**config.mk**
```make
export PLATFORM = sky130hd
export DESIGN_NAME = cp0_access_unit
export DESIGN_NICKNAME = d
export VERILOG_FILES = /design/src/rtl/cp0_access_unit.sv
export SDC_FILE = /design/constraint.sdc
export NUM_CORES = 1
export LEC_CHECK = 0
export ABC_CLOCK_PERIOD_IN_PS = 3880
export BUFFER_PORTS_ARGS = -buffer_cell sky130_fd_sc_hd__buf_2
export CAP_MARGIN = 20
export CELL_PAD_IN_SITES_DETAIL_PLACEMENT = 2
export CELL_PAD_IN_SITES_GLOBAL_PLACEMENT = 2
export CORE_MARGIN = 4
export CORE_UTILIZATION = 28
export DETAILED_ROUTE_END_ITERATION = 7
export GPL_TIMING_DRIVEN = 0
export PLACE_DENSITY = 0.88
export SLEW_MARGIN = 20
export SYNTH_ARGS = -nofsm -noshare
export SYNTH_HDL_FRONTEND = slang
export SYNTH_SLANG_ARGS = --single-unit
```
**constraint.sdc**
```tcl
create_clock -name clk -period 3.88 [get_ports clk]
set_clock_uncertainty 0.1 [all_clocks]
set_input_delay 0.194 -clock clk [delete_from_list [all_inputs] [get_ports clk]]
set_output_delay 0.194 -clock clk [all_outputs]
set_load 0.005 [all_outputs]
```
**src/rtl/cp0_access_unit.sv**
```systemverilog
// Serialises MFC0/MTC0 traffic: holds one CP0 op until it is the oldest ROB entry,
// performs a single CP0 port access, then returns the result on a valid/ready bus.
module cp0_access_unit #(
  parameter int ROB_ID_W = 5
) (
  input  logic                clk,
  input  logic                rst,
  input  logic                flush,
  input  logic                issue_valid,
  output logic                issue_ready,
  input  logic [ROB_ID_W-1:0] issue_rob_id,
  input  logic                issue_read,
  input  logic                issue_write,
  input  logic [7:0]          issue_addr,
  input  logic [31:0]         issue_wdata,
  input  logic                rob_head_valid,
  input  logic [ROB_ID_W-1:0] rob_head_id,
  output logic                cp0_re,
  output logic                cp0_we,
  output logic [7:0]          cp0_addr,
  output logic [31:0]         cp0_wdata,
  input  logic [31:0]         cp0_rdata,
  output logic                result_valid,
  input  logic                result_ready,
  output logic [ROB_ID_W-1:0] result_rob_id,
  output logic [31:0]         result_data,
  output logic                busy
);

  typedef enum logic [1:0] {IDLE, WAIT_HEAD, ACCESS, DONE} state_t;

  state_t              state;
  state_t              next_state;
  logic [ROB_ID_W-1:0] held_rob_id;
  logic                held_read;
  logic                held_write;
  logic [7:0]          held_addr;
  logic [31:0]         held_wdata;
  logic                head_match;

  assign head_match = rob_head_valid && (rob_head_id == held_rob_id);

  always_ff @(posedge clk) begin
    if (!rst) state <= IDLE;
    else      state <= next_state;
  end

  // Flush wins over a head match or result_ready; an ACCESS already at the head
  // still strobes but is not reported.
  always_comb begin
    next_state = state;
    unique case (state)
      IDLE: begin
        if (issue_valid && !flush) next_state = WAIT_HEAD;
      end
      WAIT_HEAD: begin
        if (flush)                          next_state = IDLE;
        else if (head_match)                next_state = (held_read || held_write) ? ACCESS : DONE;
      end
      ACCESS: begin
        next_state = flush ? IDLE : DONE;
      end
      DONE: begin
        if (flush || result_ready) next_state = IDLE;
      end
      default: next_state = IDLE;
    endcase
  end

  always_ff @(posedge clk) begin
    if (!rst) begin
      held_rob_id   <= '0;
      held_read     <= 1'b0;
      held_write    <= 1'b0;
      held_addr     <= '0;
      held_wdata    <= '0;
      result_rob_id <= '0;
      result_data   <= '0;
    end else begin
      if (state == IDLE && issue_valid && issue_ready) begin
        held_rob_id <= issue_rob_id;
        held_read   <= issue_read && !issue_write;
        held_write  <= issue_write;
        held_addr   <= issue_addr;
        held_wdata  <= issue_wdata;
      end
      if (state == WAIT_HEAD && !flush && head_match && !held_read && !held_write) begin
        result_rob_id <= held_rob_id;
        result_data   <= '0;
      end
      if (state == ACCESS && !flush) begin
        result_rob_id <= held_rob_id;
        result_data   <= held_read ? cp0_rdata : 32'd0;
      end
    end
  end

  always_comb begin
    issue_ready  = (state == IDLE) && !flush;
    busy         = (state != IDLE);
    result_valid = (state == DONE);
    cp0_re       = 1'b0;
    cp0_we       = 1'b0;
    cp0_addr     = '0;
    cp0_wdata    = '0;
    if (state == ACCESS) begin
      cp0_re    = held_read;
      cp0_we    = held_write;
      cp0_addr  = held_addr;
      cp0_wdata = held_write ? held_wdata : 32'd0;
    end
  end

endmodule

```
==> Yosys cells after proc, flatten, opt, wreduce, memory -nomap -nowiden <==
Index checks and enable logic that the tools add are counted.
{ "classes": {"n_reduce_logical": 21, "eq_ne": 7, "mux": 17} }
{ "ops": {"columns": ["cell", "count"], "rows": [
  ["$mux W32", 5],
  ["$logic_and A1 B1 Y1", 11],
  ["$mux W2", 5],
  ["$mux W5", 2],
  ["$mux W8", 1],
  ["$pmux W2 S4", 1],
  ["$eq A5 B5 Y1", 1],
  ["$eq A2 B2 Y1 const B", 2],
  ["$logic_not A1 Y1", 4],
  ["$reduce_bool A2 Y1", 2],
  ["$mux W1", 3],
  ["$ne A3 B3 Y1 const B", 1],
  ["$reduce_and A3 Y1", 1],
  ["$eq A2 B1 Y1 const B", 1],
  ["$logic_not A2 Y1", 1],
  ["$logic_or A1 B1 Y1", 2],
  ["$ne A2 B1 Y1 const B", 1],
  ["$ne A2 B2 Y1 const B", 1]
]} }
{ "totals": {"inputBits": 90, "ff_bits": 86, "word_cells": 53, "out_inout_bits": 82} }

==> Depth between registers and ports, before layout <==
Gate-level depths: netlist (run 1).
{ "depth": {"depth_word": 7, "ltp_mapped": 7} }

==> Worst setup path after synthesis (run 1) <==
No wires, ideal clock.
{ "synth_timing": {"path_kind": "register to register", "from": "reg held_rob_id[4]", "to": "reg result_data[10]", "period_less_slack_ns": 1.610, "setup_slack_ns": 2.270, "t_arrival_ns": 1.393, "t_required_ns": 3.663, "path_buffers": 1, "setup_ns": 0.117, "path_stages_with_launch": 6, "cell_sequence": "dfxtp_1 -> xor2_1 -> nor4_4 -> a311oi_4 -> buf_6 -> a22o_1"} }
{ "synth_via": {"elab_chain_cells": 6} }
{ "synth_rtl": {"columns": ["element", "line", "rtl"], "rows": [
  ["from (decl)", "34", "logic [ROB_ID_W-1:0] held_rob_id;"],
  ["from (signal assigned)", "81", "held_rob_id <= issue_rob_id;"],
  ["$eq A5 B5 Y1", "41", "assign head_match = rob_head_valid && (rob_head_id == held_rob_id);"],
  ["$logic_and A1 B1 Y1", "41", null],
  ["$logic_and A1 B1 Y1 (3 in a row)", "87", "if (state == WAIT_HEAD && !flush && head_match && !held_read && !held_write) begin"],
  ["$reduce_bool A2 Y1 (no source line)", null, null],
  ["to (signal assigned)", "93", "result_data <= held_read ? cp0_rdata : 32'd0;"],
  ["to (decl)", "26", "output logic [31:0] result_data,"]
]} }
No other way between the ends.
A chain may end at the register's enable or synchronous reset.

==> Worst setup path in the final report (run 1) <==
{ "layout_timing": {"from": "reg state[1]", "to": "out cp0_re"} }
{ "layout_via": {"elab_chain_cells": 2} }
{ "layout_rtl": {"columns": ["element", "line", "rtl"], "rows": [
  ["from (decl)", "32", "state_t state;"],
  ["from (signal assigned)", "45", "else state <= next_state;"],
  ["$eq A2 B2 Y1", "106", "if (state == ACCESS) begin"],
  ["$mux W1", "106", null],
  ["to (decl)", "18", "output logic cp0_re,"]
]} }
No other way between the ends.

==> metrics, run 1 <==
status=finished, final reports clean; setup TNS=0 ns; most common cell after layout, fill and taps aside=buf_2; Post-synth EDFFs=0; Root Buffer=clkbuf_16; Final HPWL DP=approximately 10 mm; Slew Viols, Final=0; slowest stage delay, CP=~0.51 ns; crit start category=flip-flop; Worst Path Buf+Inv=2; Synth warnings=0; NumNets Final=720; Total GRT Usage=0.234; WL final=between 15 and 20 mm; fmax=about 460 MHz; syn avg cell area=approximately 9.5 sq um; P_leak=between 2 and 3 nW; global-route wire length before repair=between 20 and 30 mm; Clk pin slew, worst setup/hold paths=about 0.080 ns; number of cells on the critical path=4; Worst R2R Path Depth=7; Resize count post-CTS=0; reg2reg end=held_addr[2]; R2R Setup Slk=~1.9 ns; Fin. Hold Viols=0; Synth top area share=0.479; Hold Path Origin=issue_rob_id[3]; cell area after layout=~0.0057 sq mm; H-tree depth=3; cts bufs inserted=9; drt wl/cell=about 21 um; drt via density=~4.7; CP Capture Type=output port; Async SR Flop Fraction=0; Die Span Y=around 120 um; die area=between 0.01 and 0.015 sq mm; most frequent cells in the layout=buf_2 (181), dfxtp_1 (86), nand2_1 (73); register bit total from synthesis=86; Primary FF master, synth=dfxtp_1; Worst path slowest cell=dfxtp_1; worst hold-check path type=in2reg; Initial Utilization=0.285; top post-synthesis cells by area=dfxtp_1 (48%), a22o_1 (7.8%), nand2_1 (7.6%), a21oi_2 (7.3%), and3_1 (5.7%); Ports=~170; RSZ-0062 raised after global routing=no; Arr. time, crit path=1.86 ns; pwr/cell area=approximately 360 mW/mm^2; crit path max fanout=10; antenna violations before repair=1; cell taking the most area after synthesis=dfxtp_1; maximum vdd drop=~0.25 mV; post-synthesis cell area=0.00360 sq mm; CTS tree=built; share of the yosys chip area belonging to registers=0.479; Max-slew headroom=0.482; Final GP Congestion=~0.71; Unique masters post-synth=31; Clock Sinks=86; max-cap viol count=0; Critical Path RT=3.59 ns; CORE AREA=around 0.013 sq mm; Site Rows=41; port bufs=around 170; actual slew at the worst max-slew pin=0.777 ns; placed cells=between 700 and 800; Bufs on Longest Clock Path=2; worst reg2reg startpoint=state[1]; CP delay by family, top=buffers and inverters; hold depth=3; drc violations=0; Layout area overhead=58.0%; clk_lat worst skew=0.35 ns; pin count of the biggest net entering global routing=16; layout cells sized above 1=0.425; Post-Layout Cell Count=approximately 810; drt pass-1 iters=4; Tcrit/Tclk final=0.556; min Tclk post-route=between 2 and 2.5 ns; WS Path Type=reg2out; vias in the first global route=4385; crit path to=cp0_re; CP Cell Sequence=and2b_4 > clkbuf_1 > and2_1 > buf_2; filler cell count=1383; DRT antenna net count=0; Die Wd=around 120 um; Post-Syn Nets=467; total gr overflow=0; final-report setup violation count=0; via count=between 3000 and 4000; Placed Area=0.00467 sq mm; 1st-iter DRT viols=114; Cells after Synth=377; Setup crit start=state[1]
[routing by layer]
layer | GRT usage | wire length, um | vias up
met2 | 0.428 | 8800 | 156
met1 | 0.254 | 6570 | 1855
met3 | 0.0769 | 1170 | 29
met4 | 0.0770 | 518 | 0
li1 | - | - | 1794
met5 | 0 | 0 | -
[area by class of cell]
| class | count | area, sq um | share of cell area |
|---|---|---|---|
| clock inverter | 6 | 71.3 | 0.0125 |
| multi-input combinational | 256 | 1650 | 0.291 |
| sequential | 86 | 1720 | 0.303 |
| inverter | 4 | 15.0 | 0.00264 |
| buffer | 31 | 208 | 0.0365 |
| clock buffer | 10 | 229 | 0.0403 |
| timing repair buffer | 242 | 1570 | 0.276 |
| tap | 172 | 215 | 0.0379 |
| antenna | 2 | 5.00 | 0.000880 |
[sequential cells by signal, indices dropped and copies added, names as in the netlist]
register       count
held_read          1
held_addr          8
result_rob_id      5
state              2
held_rob_id        5
held_wdata        32
held_write         1
result_data       32
[logic make-up (layout without fill, tap and decap cells)]
logic type,count (synthesis),in the layout,synth area share
muxes,5,5,0.0139
AOI/OAI and AO/OA,88,88,0.200
and+or+nand+nor,158,158,0.233
buffers and inverters,35,293,0.0619
other,0,2,0
DFF,86,86,0.479
xor gates and xnor gates,5,5,0.0122
[stage by stage]
stage	setup WS [ns]	total power [mW]	hold slack, ns	utilization
2_1_floorplan	2.27	1.04	0.171	-
3_3_place_gp	2.03	1.12	0.303	0.370
3_5_place_dp	1.94	1.13	0.306	0.370
4_1_cts	1.74	2.07	0.000711	0.450
5_1_grt	1.60	2.15	0.00946	0.450
6_report	1.72	2.06	0.0193	0.450
[repair_timing]
action	in CTS	in global routing
hold buffers	71	0
setup buffers	0	0
endpoints found under the hold margin	71	0
[cells in the mapped netlist, types with 4 or more instances]
library cell,number
mux2i_1,5
a21oi_2,30
a22o_1,32
dfxtp_1,86
nand2_2,30
and3_1,33
xor2_1,4
clkbuf_1,14
nand2_1,73
buf_6,4
buf_2,10
a21oi_1,19
inv_1,4
and2_1,12
[report_power, final]
group	switching, mW	internal, mW
registers	0.0155	0.906
clock network	0.378	0.504
logic	0.126	0.128
total	0.519	1.54
[worst min-delay path, cell delays in order]
cell and delay [ns]:
buf_2 0.09, nand2_1 0.06, a21oi_1 0.06
[how the worst min path moves through the flow]
stage / endpoint
floorplan: state[1]
global placement: state[1]
detailed placement: state[1]
CTS: result_data[22]
global route: result_data[5]
finish: held_rob_id[3]
(Power assumes the default switching activity.)
==> run 2, diff against run 1 <==
ABC_CLOCK_PERIOD_IN_PS = 2000   (was 3880)
CORE_UTILIZATION = 26   (was 28)
PLACE_DENSITY = 0.82   (was 0.88)
clock period = 2 ns   (was 3.88 ns; I/O delays follow)
==> metrics, run 2 (synthesized netlist as in run 1, its figures left out) <==
status=finished, final reports clean; P_leak=2.81 nW (+4.1%); Regs by FF count=held_wdata (32), result_data (32), held_addr (8); Critical Path RT=2.17 ns (-1.42 ns); port bufs=171 (unchanged); Tcrit/Tclk final=0.952; CTS tree=built; Total GRT Usage=0.213 (-0.0218); via count=3856 (+0.57%); drt pass-1 iters=4 (unchanged); WS Path Type=reg2reg; Fin. Hold Viols=0 (unchanged); Site Rows=42 (+2.4%); max-cap viol count=0 (unchanged); cts bufs inserted=9 (unchanged); Clk pin slew, worst setup/hold paths=0.07 ns (about the same); Post-Layout Cell Count=824 (+1.9%); vias in the first global route=4621 (+5.4%); NumNets Final=732 (+1.7%); Arr. time, crit path=2.07 ns (+0.21 ns); post-layout power=4.34 mW (+110%); actual slew at the worst max-slew pin=0.745 ns (-0.0319 ns); layout cells sized above 1=0.428 (+0.00293); clk_lat worst skew=0.34 ns (about the same); die area=0.0158 sq mm (+7.2%); Ports=172 (unchanged); Die Span Y=126 um (+3.5%); Die Wd=126 um (+3.5%); Worst R2R Path Depth=6 (-1); Final GP Congestion=0.849 (+20%); 1st-iter DRT viols=124 (+8.8%); total gr overflow=0 (unchanged); worst hold-check path type=in2reg; crit path max fanout=10 (unchanged); Bufs on Longest Clock Path=2 (unchanged); Layout area overhead=63.6%; min Tclk post-route=~1.9 ns; CP Capture Type=flip-flop; crit start category=flip-flop; WL final=16.9 mm (-1.1%); DRT antenna net count=0 (unchanged); antenna violations before repair=1 (unchanged); Clock Sinks=86 (unchanged); CORE AREA=0.0134 sq mm (+6.2%); hold depth=3 (unchanged); Final HPWL DP=9.86 mm (-1.4%); Root Buffer=clkbuf_16; most frequent cells in the layout=buf_2 (177), dfxtp_1 (85), dlygate4sd3_1 (82); drc violations=0 (unchanged); most common cell after layout, fill and taps aside=buf_2; Min Hold Slack=0.0589 ns (+0.0396 ns); maximum vdd drop=0.341 mV (+39%); drt wl/cell=20.5 um (-2.9%); Max-slew headroom=0.504 (+0.0213); placed cells=724 (+0.56%); global-route wire length before repair=26.3 mm (-0.16%); pwr/cell area=738 mW/mm^2 (+100%); final-report setup violation count=0 (unchanged); Initial Utilization=0.268 (-0.0166); Slew Viols, Final=0 (unchanged); H-tree depth=3 (unchanged); pin count of the biggest net entering global routing=17 (+1); fmax=525 MHz; drt via density=4.68 (-1.3%)
-- run 2: power breakdown --
| group | internal (mW) | switching (mW) |
|---|---|---|
| clock network | 1.27 | 0.778 |
| registers | 1.76 | 0.0302 |
| logic | 0.266 | 0.246 |
| total | 3.29 | 1.05 |
-- run 2: through the flow --
stage	setup slack (ns)	TNS [ns]	utilization	area (sq um)
3_5_place_dp	0.116	0	0.349	4670
2_1_floorplan	0.390	0	-	3600
3_3_place_gp	0.187	0	0.349	4670
6_report	0.0960	0	0.439	5890
4_1_cts	0.0204	0	0.436	5850
5_1_grt	-0.0258	-0.0352	0.439	5890
-- run 2: layer usage --
layer  part of all wire  routed length [um]  global-route usage  vias up
met5                  0                   0                   0        -
met4              0.021                 359              0.0714        0
met3              0.057                 964              0.0436       24
met2               0.53                9020               0.402      139
met1               0.39                6520               0.235     1876
li1                   -                   -                   -     1817
-- run 2: worst max-delay path: stages (launching register included) --
cell and delay [ns]:
dfxtp_2 0.43, or2_1 0.15, buf_2 0.19, nand3b_1 0.15
clkbuf_1 0.43, nand2_1 0.16, a21oi_1 0.21
-- run 2: timing repair --
action | 4_1_cts | 5_1_grt
hold buffers | 82 | 0
endpoints found under the setup margin | 27 | 98
gates resized for setup | 3 | 6
setup buffers | 0 | 2
hold endpoints to repair | 81 | 0
-- run 2: area by class of cell --
cell class / instances / area, sq um
clock buffer: 10 / 239
tap: 176 / 220
antenna: 1 / 2.50
inverter: 4 / 15.0
multi-input combinational: 256 / 1660
buffer: 30 / 218
timing repair buffer: 255 / 1690
sequential: 86 / 1720
fill: 1469 / 7510
clock inverter: 6 / 115
-- run 2: worst paths after layout --
path                       start              to  slack, ns
setup / recovery        state[1]   held_wdata[5]        0.1
hold / removal       issue_valid        state[0]       0.06
setup reg to reg        state[1]   held_wdata[5]        0.1
hold reg to reg   held_wdata[31]  held_wdata[31]       0.36
==> run 3, diff against run 2 <==
ABC_AREA = 1   (was default)
CORE_UTILIZATION = 23   (was 26)
PLACE_DENSITY = 0.81   (was 0.82)
==> metrics, run 3 <==
total gr overflow=0 (unchanged); cts bufs inserted=9 (unchanged); Final HPWL DP=10.9 mm (+10%); synth cell count leaders=dfxtp_1 (86), a21oi_1 (79), nand2_1 (63); RSZ-0062 raised after global routing=yes; maximum vdd drop=0.407 mV (+20%); crit path max fanout=10 (unchanged); pin count of the biggest net entering global routing=13 (-4); crit path to=cp0_wdata[14]; drt pass-1 iters=4 (unchanged); Reg area=0.00172 sq mm (unchanged); Clock Sinks=86 (unchanged); worst hold-check path type=in2reg; pwr/cell area=800 mW/mm^2 (+8.4%); Hold Path Origin=issue_rob_id[3]; simple-gate share of the synthesized area=0.210 (-0.0235); Worst R2R Path Depth=5 (-1); H-tree depth=3 (unchanged); cell area after layout=0.00564 sq mm (-4.2%); port bufs=170 (-0.58%); syn avg cell area=7.30 sq um (-23%); Total GRT Usage=0.196 (-0.0168); area of the multi-input gates=0.00141 sq mm (-15%); layout cells sized above 1=0.300 (-0.128); CORE AREA=0.0147 sq mm (+9.7%); slowest stage delay, CP=0.36 ns (-0.07 ns); final-report setup violation count=0 (unchanged); Fin. Hold Viols=1 (+1); Die Wd=131 um (+4.3%); Slew Viols, Final=0 (unchanged); Primary FF master, synth=dfxtp_1; critical path's most frequent cell=nor2_4; Min Hold Slack=-0.00783 ns (-0.0667 ns); register bit total from synthesis=86 (unchanged); Root Buffer=clkbuf_16; violated checks=negative hold slack; Cells after Synth=477 (+27%); share of the yosys chip area belonging to registers=0.494 (+0.0158); top post-synthesis cells by area=dfxtp_1 (49%), a21oi_1 (11%), nand2_1 (6.8%), nor2_1 (6.6%), o21ai_0 (6.3%); R2R Setup Slk=0.25 ns (+0.15 ns); Post-synth EDFFs=0 (unchanged); multiplexer area fraction after synthesis=0 (-0.0139); Clk pin slew, worst setup/hold paths=0.06 ns (about the same); vias in the first global route=4794 (+3.7%); Worst path slowest cell=dfxtp_2; status=finished with violations; WL final=16.8 mm (-0.44%); post-synthesis compound-gate area fraction=0.185 (-0.0146); drt via density=4.57 (-2.2%); CTS tree=built; Critical Path RT=1.80 ns (-0.37 ns); Worst Path Buf+Inv=5 (+3); most common cell after layout, fill and taps aside=buf_2; Synth warnings=0 (unchanged); largest family of logic cells by synthesized area=simple AND/OR/NAND/NOR gates; CP delay by family, top=buffers and inverters; die area=0.0172 sq mm (+8.8%); antenna violations before repair=4 (+3); max-cap viol count=0 (unchanged); Placed Area=0.00456 sq mm (-2.4%); 1st-iter DRT viols=157 (+27%); most frequent cell after synthesis=dfxtp_1; NumNets Final=825 (+13%); Arr. time, crit path=1.69 ns (-0.38 ns); Final GP Congestion=0.802 (-5.5%); Ports=172 (unchanged); Synth Area in XOR/XNOR=0 (-0.0122); Max-slew headroom=0.543 (+0.0399); reg2reg end=result_data[25]; Setup crit start=state[1]; Unique masters post-synth=22 (-29%); global-route wire length before repair=25.8 mm (-2.1%); post-synthesis adder-cell area fraction=0 (unchanged); crit start category=flip-flop; Site Rows=44 (+4.8%); most frequent cells in the layout=buf_2 (178), dfxtp_1 (85), a21oi_1 (79); Tcrit/Tclk final=0.945 (-0.00662); Synth top area share=0.494 (+0.0158); Async SR Flop Fraction=0 (unchanged); Post-Syn Nets=567 (+21%); CP Capture Type=output port; Initial Utilization=0.237 (-0.0315); clk_lat worst skew=0.33 ns (about the same); P_leak=2.55 nW (-9.2%); min Tclk post-route=1.89 ns (-0.0132 ns); post-synthesis cell area=0.00348 sq mm (-3.2%); Regs by FF count=held_wdata (32), result_data (32), held_addr (8); drc violations=0 (unchanged); Bufs on Longest Clock Path=2 (unchanged); WS Path Type=reg2out; DRT antenna net count=0 (unchanged); actual slew at the worst max-slew pin=0.678 ns (-0.0670 ns); via count=4236 (+9.9%); worst reg2reg startpoint=state[0]; Layout area overhead=61.9%; cell taking the most area after synthesis=dfxtp_1; filler cell count=1720 (+17%); fmax=529 MHz (+0.70%); number of cells on the critical path=8 (+2); drt wl/cell=18.1 um (-11%); Die Span Y=131 um (+4.3%); CP Cell Sequence=inv_1 > nor2_4 > inv_4 > nor2_4 > inv_2 > buf_4 > nor2_1 > buf_2
run 3: how the worst min path moves through the flow:
stage                     end  slack, ns  cells after the start
3_5_place_dp   result_data[0]       0.26                      3
4_1_cts        held_rob_id[3]     0.0008                      3
3_3_place_gp   result_data[0]       0.25                      3
2_1_floorplan     issue_ready       0.13                      1
6_report       held_rob_id[3]     -0.008                      3
5_1_grt         held_wdata[7]       0.03                      3
run 3: cells by family (layout without fill, tap and decap cells):
logic type | Yosys count | after routing
and+or+nand+nor | 173 | 173
AOI/OAI and AO/OA | 127 | 127
buffers and inverters | 91 | 353
DFF | 86 | 86
other | 0 | 3
run 3: metal layers:
| layer | vias up | track usage | part of all wire |
|---|---|---|---|
| met1 | 2055 | 0.216 | 0.39 |
| met2 | 103 | 0.369 | 0.55 |
| met3 | 30 | 0.0272 | 0.030 |
| li1 | 2046 | - | - |
| met4 | 2 | 0.0859 | 0.028 |
| met5 | - | 0 | 0.00071 |
run 3: area by class of cell:
| class | instances | share of cell area |
|---|---|---|
| Clock buffer | 13 | 0.0426 |
| Tap cell | 184 | 0.0408 |
| Buffer | 31 | 0.0302 |
| Multi-Input combinational cell | 300 | 0.250 |
| Timing Repair Buffer | 247 | 0.287 |
| Sequential cell | 86 | 0.306 |
| Antenna cell | 3 | 0.00133 |
| Clock inverter | 2 | 0.00178 |
| Inverter | 60 | 0.0404 |
run 3: what timing repair did:
item	4_1_cts	5_1_grt
resized for setup	5	15
endpoints found under the setup margin	31	17
endpoints found under the hold margin	76	0
buffers inserted	0	1
hold buffers	76	0
run 3: where the power goes:
part           leakage (nW)  internal (mW)  switching [mW]
registers             0.701           1.89          0.0752
clock network         0.123          0.833           0.664
logic                  1.73          0.412           0.636
total                  2.55           3.13            1.37
run 3: stage by stage:
step | cells | utilization | setup TNS (ns) | worst slack, ns | power (mW)
5_1_grt | 926 | 0.383 | -0.0503 | -0.0108 | 4.79
2_1_floorplan | 477 | - | 0 | 0.601 | 2.51
4_1_cts | 922 | 0.380 | 0 | 0.0391 | 4.52
3_3_place_gp | 831 | 0.310 | 0 | 0.165 | 2.81
6_report | 926 | 0.383 | 0 | 0.109 | 4.51
3_5_place_dp | 831 | 0.310 | 0 | 0.118 | 2.87
run 3: worst reg2reg max path, stage by stage, from the launching register on:
cell and delay, ns:
dfxtp_1 0.44, nor2_4 0.09, nand2_2 0.17, clkbuf_1 0.46
nand3_1 0.17, a21oi_1 0.23
